==> src/rtl/divmod_pkg.sv <==
// rtl/divmod_pkg.sv - shared state encoding and sizing helper for the sequential divider
package divmod_pkg;

    typedef enum logic [1:0] {
        ST_IDLE = 2'd0,
        ST_RUN  = 2'd1,
        ST_DONE = 2'd2
    } state_t;

    // Step counter has to hold values up to W.
    function automatic int cnt_width(input int w);
        return $clog2(w + 1);
    endfunction

endpackage

==> src/rtl/divmod_step.sv <==
// rtl/divmod_step.sv - one combinational restoring shift-subtract division step
module divmod_step #(
    parameter int W = 8
) (
    input  logic [W:0]   r_in,
    input  logic         a_msb,
    input  logic [W-1:0] d,
    output logic [W:0]   r_out,
    output logic         q_bit
);

    logic [W:0] r_sh;

    assign r_sh = {r_in[W-1:0], a_msb};

    // r_in[W] is always 0 between steps because r < d; folding it in keeps the step total.
    assign q_bit = r_in[W] | (r_sh >= {1'b0, d});
    assign r_out = q_bit ? (r_sh - {1'b0, d}) : r_sh;

endmodule

==> src/rtl/divmod_seq.sv <==
// rtl/divmod_seq.sv - sequential quotient/remainder/divisibility unit (optional EARLY_EXIT_EN)
module divmod_seq
    import divmod_pkg::*;
#(
    parameter int W = 8
) (
    input  logic         clk,
    input  logic         rst,
    input  logic         start,
    input  logic [W-1:0] dividend,
    input  logic [W-1:0] divisor,
    output logic         busy,
    output logic         done,
    output logic [W-1:0] quotient,
    output logic [W-1:0] remainder,
    output logic         divisible,
    output logic         div_err
);

    localparam int            CW   = cnt_width(W);
    localparam logic [CW-1:0] LAST = CW'(W - 1);

    state_t        state;
    state_t        state_nx;
    logic [W-1:0]  a_q;
    logic [W-1:0]  d_q;
    logic [W-1:0]  q_q;
    logic [W:0]    r_q;
    logic [CW-1:0] cnt_q;
    logic [W:0]    r_nx;
    logic          q_bit;
    logic          short_exit;

    divmod_step #(.W(W)) u_step (
        .r_in  (r_q),
        .a_msb (a_q[W-1]),
        .d     (d_q),
        .r_out (r_nx),
        .q_bit (q_bit)
    );

    // Evaluated only on the first RUN cycle, while a_q still holds the unshifted dividend.
`ifdef EARLY_EXIT_EN
    assign short_exit = (d_q == '0) || (a_q < d_q);
`else
    assign short_exit = (d_q == '0);
`endif

    always_comb begin
        state_nx = state;
        case (state)
            ST_IDLE: if (start) state_nx = ST_RUN;
            ST_RUN:  if (((cnt_q == '0) && short_exit) || (cnt_q == LAST)) state_nx = ST_DONE;
            ST_DONE: state_nx = ST_IDLE;
            default: state_nx = ST_IDLE;
        endcase
    end

    always_ff @(posedge clk) begin
        if (rst) begin
            state     <= ST_IDLE;
            a_q       <= '0;
            d_q       <= '0;
            q_q       <= '0;
            r_q       <= '0;
            cnt_q     <= '0;
            quotient  <= '0;
            remainder <= '0;
            divisible <= 1'b0;
            div_err   <= 1'b0;
        end else begin
            state <= state_nx;
            case (state)
                ST_IDLE: begin
                    if (start) begin
                        a_q   <= dividend;
                        d_q   <= divisor;
                        q_q   <= '0;
                        r_q   <= '0;
                        cnt_q <= '0;
                    end
                end
                ST_RUN: begin
                    if ((cnt_q == '0) && short_exit) begin
                        remainder <= a_q;
                        if (d_q == '0) begin
                            quotient  <= '1;
                            divisible <= 1'b0;
                            div_err   <= 1'b1;
                        end else begin
                            quotient  <= '0;
                            divisible <= (a_q == '0);
                            div_err   <= 1'b0;
                        end
                    end else begin
                        a_q   <= a_q << 1;
                        r_q   <= r_nx;
                        q_q   <= {q_q[W-2:0], q_bit};
                        cnt_q <= cnt_q + 1'b1;
                        if (cnt_q == LAST) begin
                            quotient  <= {q_q[W-2:0], q_bit};
                            remainder <= r_nx[W-1:0];
                            divisible <= (r_nx[W-1:0] == '0);
                            div_err   <= 1'b0;
                        end
                    end
                end
                default: begin
                end
            endcase
        end
    end

    assign busy = (state != ST_IDLE);
    assign done = (state == ST_DONE);

endmodule

==> config.mk <==
export PLATFORM = sky130hd
export DESIGN_NAME = divmod_seq
export DESIGN_NICKNAME = d
export VERILOG_FILES = /design/src/rtl/divmod_pkg.sv /design/src/rtl/divmod_step.sv /design/src/rtl/divmod_seq.sv
export SDC_FILE = /design/constraint.sdc
export NUM_CORES = 1
export LEC_CHECK = 0
export ABC_AREA = 1
export CAP_MARGIN = 25
export CORE_MARGIN = 2
export CORE_UTILIZATION = 55
export CTS_CLUSTER_SIZE = 20
export DETAILED_ROUTE_END_ITERATION = 8
export GPL_TIMING_DRIVEN = 0
export PLACE_DENSITY = 0.87
export SYNTH_ARGS = -nofsm -noshare
export SYNTH_HDL_FRONTEND = slang
export SYNTH_SLANG_ARGS = --single-unit
export TNS_END_PERCENT = 30
==> constraint.sdc <==
create_clock -name clk -period 2.66 [get_ports clk]
set_input_delay 0.532 -clock clk [delete_from_list [all_inputs] [get_ports clk]]
set_output_delay 0.532 -clock clk [all_outputs]
set_load 0.01 [all_outputs]
==> impl_metrics.ini <==
[drt]
wirelength_um = 7390
postRouteAntennaNets = 0
first_pass_iters = 5
num_vias = 2791
drt_iter0_drc = 249
vias_per_cell = 5.49
drt-wirelength-per-cell_um = 14.6
drcViolationCount = 0

[power_and_ir_drop]
intPower_uw = 1510
switchingPower_uw = 1070
seqPwrFrac = 0.378
p_leak_uw = 0.00144
p_sw_frac = 0.415
power.density_mw_per_mm2 = 754
combPwrFrac = 0.435
peakVddDrop_v = 0.000459
pwr-share-clk = 0.187

[worst_hold_path]
hold_class = flip-flop to flip-flop
whs_path_depth = 2

[clock_network]
cts.htree.levels = 2
worstSkewPairLatency_ps = 310
clock-root-buffer = clkbuf_8
post_cts_resized = 0
post_cts_buffers = 0
clk_path_buf_depth = 2
cts.clk_slew.worst_paths_ps = 100
numCtsBuffers = 5
cts_tree = yes
hold_buffers = 0
cts.sinks = 56

[cells_and_area]
final_util = 0.676
area_growth_syn_to_layout_pct = 19.6
fin_cells = 508
final_nets = 467
antenna-diode-count = 0
fillers = 446
drive_gt1_frac = 0.110

[grt]
grt_max_degree = 17
grt_pass1_vias = 2615
grt.overflow.total = 0
globalRouteTotalUtil = 0.257
grt_pass1_wl_um = 12100
antenna_found_initial = 0

[synth]
synth_area_per_cell_um2 = 7.32
synth_area_leaders = dfxtp_1 (39%), nand2_1 (13%), a21oi_1 (7.7%)
ys_types = 38
synth-warning-count = 0
ys_seq_elements = 56
syn_area_mm2 = 0.00287
synth_cells = 392
synth.largest_area_cell = dfxtp_1
ys_seq_area_frac = 0.391
synth_nets = 422
synth_top_area_frac = 0.391

[timing]
fmax_mhz = 442
max-slew-margin-rel = 0.554
setup_violations = 0
finalWorstSetupSlack_ps = 396
hold_violations = 0
worstMarginPinSlew_ps = 669
rsz0062_at_grt = no
min_period_ps = 2260
slew_violations = 0
worst_hold_slack_ps = 472
fin_skew_ps = 5.85
finalSetupTns_ps = 0
period_share = 0.851

[critical_path]
crit_path_start_kind = flip-flop
crit_required_ps = 2870
crit_arrival_ps = 2470
worst-r2r-cell-count = 10
end_kind = flip-flop
worstPathMaxFanout = 10
path_class = flip-flop to flip-flop

[place]
place_ws_ps = 342
numPortBuffers = 38
hpwl_um = 5530
placedCellCount = 500
finalWeightedCongestion = 0.906

[floorplan]
row_count = 26
die_h_um = 76.2
die_area_mm2 = 0.00581
fp.dieW_um = 76.2
start_util = 0.566
core_area_mm2 = 0.00507
io_pins = 39

[flow_run]
cap_violations = 0

[status]
status = complete, no violations
## stage by stage
| step | power (uW) | cell area, um^2 |
|---|---|---|
| after detailed placement | 2090 | 3340 |
| final | 2590 | 3430 |
| after CTS | 2560 | 3430 |
| after global placement | 2060 | 3340 |
| after global routing | 2780 | 3430 |
| after floorplan | 1810 | 2870 |
## cell families after synthesis
family / after synthesis / share of synthesized area
adder cells (fa/ha/maj): 11 / 0.0506
XOR/XNOR: 3 / 0.00916
AO/OA/AOI/OAI: 96 / 0.198
flip-flops: 56 / 0.391
AND/OR/NAND/NOR: 163 / 0.256
buffers and inverters: 63 / 0.0950
## final timing paths
check,start,end,slack [ps]
min,divisible,divisible,470
max,cnt_q[0],remainder[3],400
max reg2reg,cnt_q[0],remainder[3],400
min reg2reg,divisible,divisible,470
## state kept, by name, indices dropped and copies added (netlist names)
register   count
r_q            9
a_q            8
d_q            8
quotient       8
remainder      8
q_q            7
cnt_q          4
state          2
div_err        1
divisible      1
## cell type report
type                    instances  area [um^2]  share of cell area
plain buffers                  13         82.6              0.0241
repair buffers                 38          380               0.111
flip-flops and latches         56         1120               0.327
clock inverters                 1         7.51             0.00219
clock buffers                   7         86.3              0.0252
well taps                      70         87.6              0.0255
inverters                      50          190              0.0554
multi-input cells             273         1480               0.430
## cells in the mapped netlist
cell type / n
buf_2: 2
nand4_2: 1
buf_6: 2
a21oi_2: 7
a31oi_1: 9
clkbuf_1: 7
nor3_2: 1
clkinv_1: 1
buf_12: 1
nand2_1: 101
nor2_1: 19
o21ai_1: 1
o21ai_2: 5
a31oi_2: 1
nor3_4: 1
nand2_2: 13
xnor2_1: 1
a21oi_1: 44
a211oi_1: 2
inv_1: 45
nor2_8: 1
xor2_1: 2
o221ai_1: 4
nand3b_1: 1
o31ai_1: 1
ha_1: 10
inv_2: 3
nand3_1: 17
fa_1: 1
nor2_4: 1
nor3_1: 2
nand4_1: 4
nor2_2: 1
o21ai_0: 21
dfxtp_1: 56
inv_4: 1
buf_1: 1
o211ai_1: 1
## metal layers
metal	vias up	GRT usage	part of all wire	routed length (um)
met5	-	0	0	0
met4	0	0.0909	0.018	134
met3	15	0.0486	0.054	400
met2	114	0.444	0.50	3680
met1	1282	0.321	0.43	3180
li1	1380	-	-	-
## critical path, stage by stage (launching register included)
cell and delay (ps):
dfxtp_1 340, inv_1 100, ha_1 220, nand3_1 120
nor3_2 470, nand2_1 140, nand2_1 210, inv_1 110
buf_2 210, a21oi_1 160, a21oi_1 80
## cells in the final DEF (no fill, tap or decap), types with 6 or more instances in the layout
cell	instances
a21oi_1	44
a31oi_1	9
inv_1	45
o21ai_0	21
a21oi_2	7
clkbuf_1	8
nand3_1	17
nor2_1	19
clkbuf_8	6
dfxtp_1	56
nand2_1	101
ha_1	10
nand2_2	13
clkdlybuf4s50_1	38
## power groups by stage
stage          Clock [uW]  Sequential, uW  Combinational [uW]
3_3_place_gp            0             989                1070
5_1_grt               516             985                1280
2_1_floorplan           0             982                 830
6_report              485             977                1130
3_5_place_dp            0             994                1100
4_1_cts               481             975                1110
(Power assumes the default switching activity.)
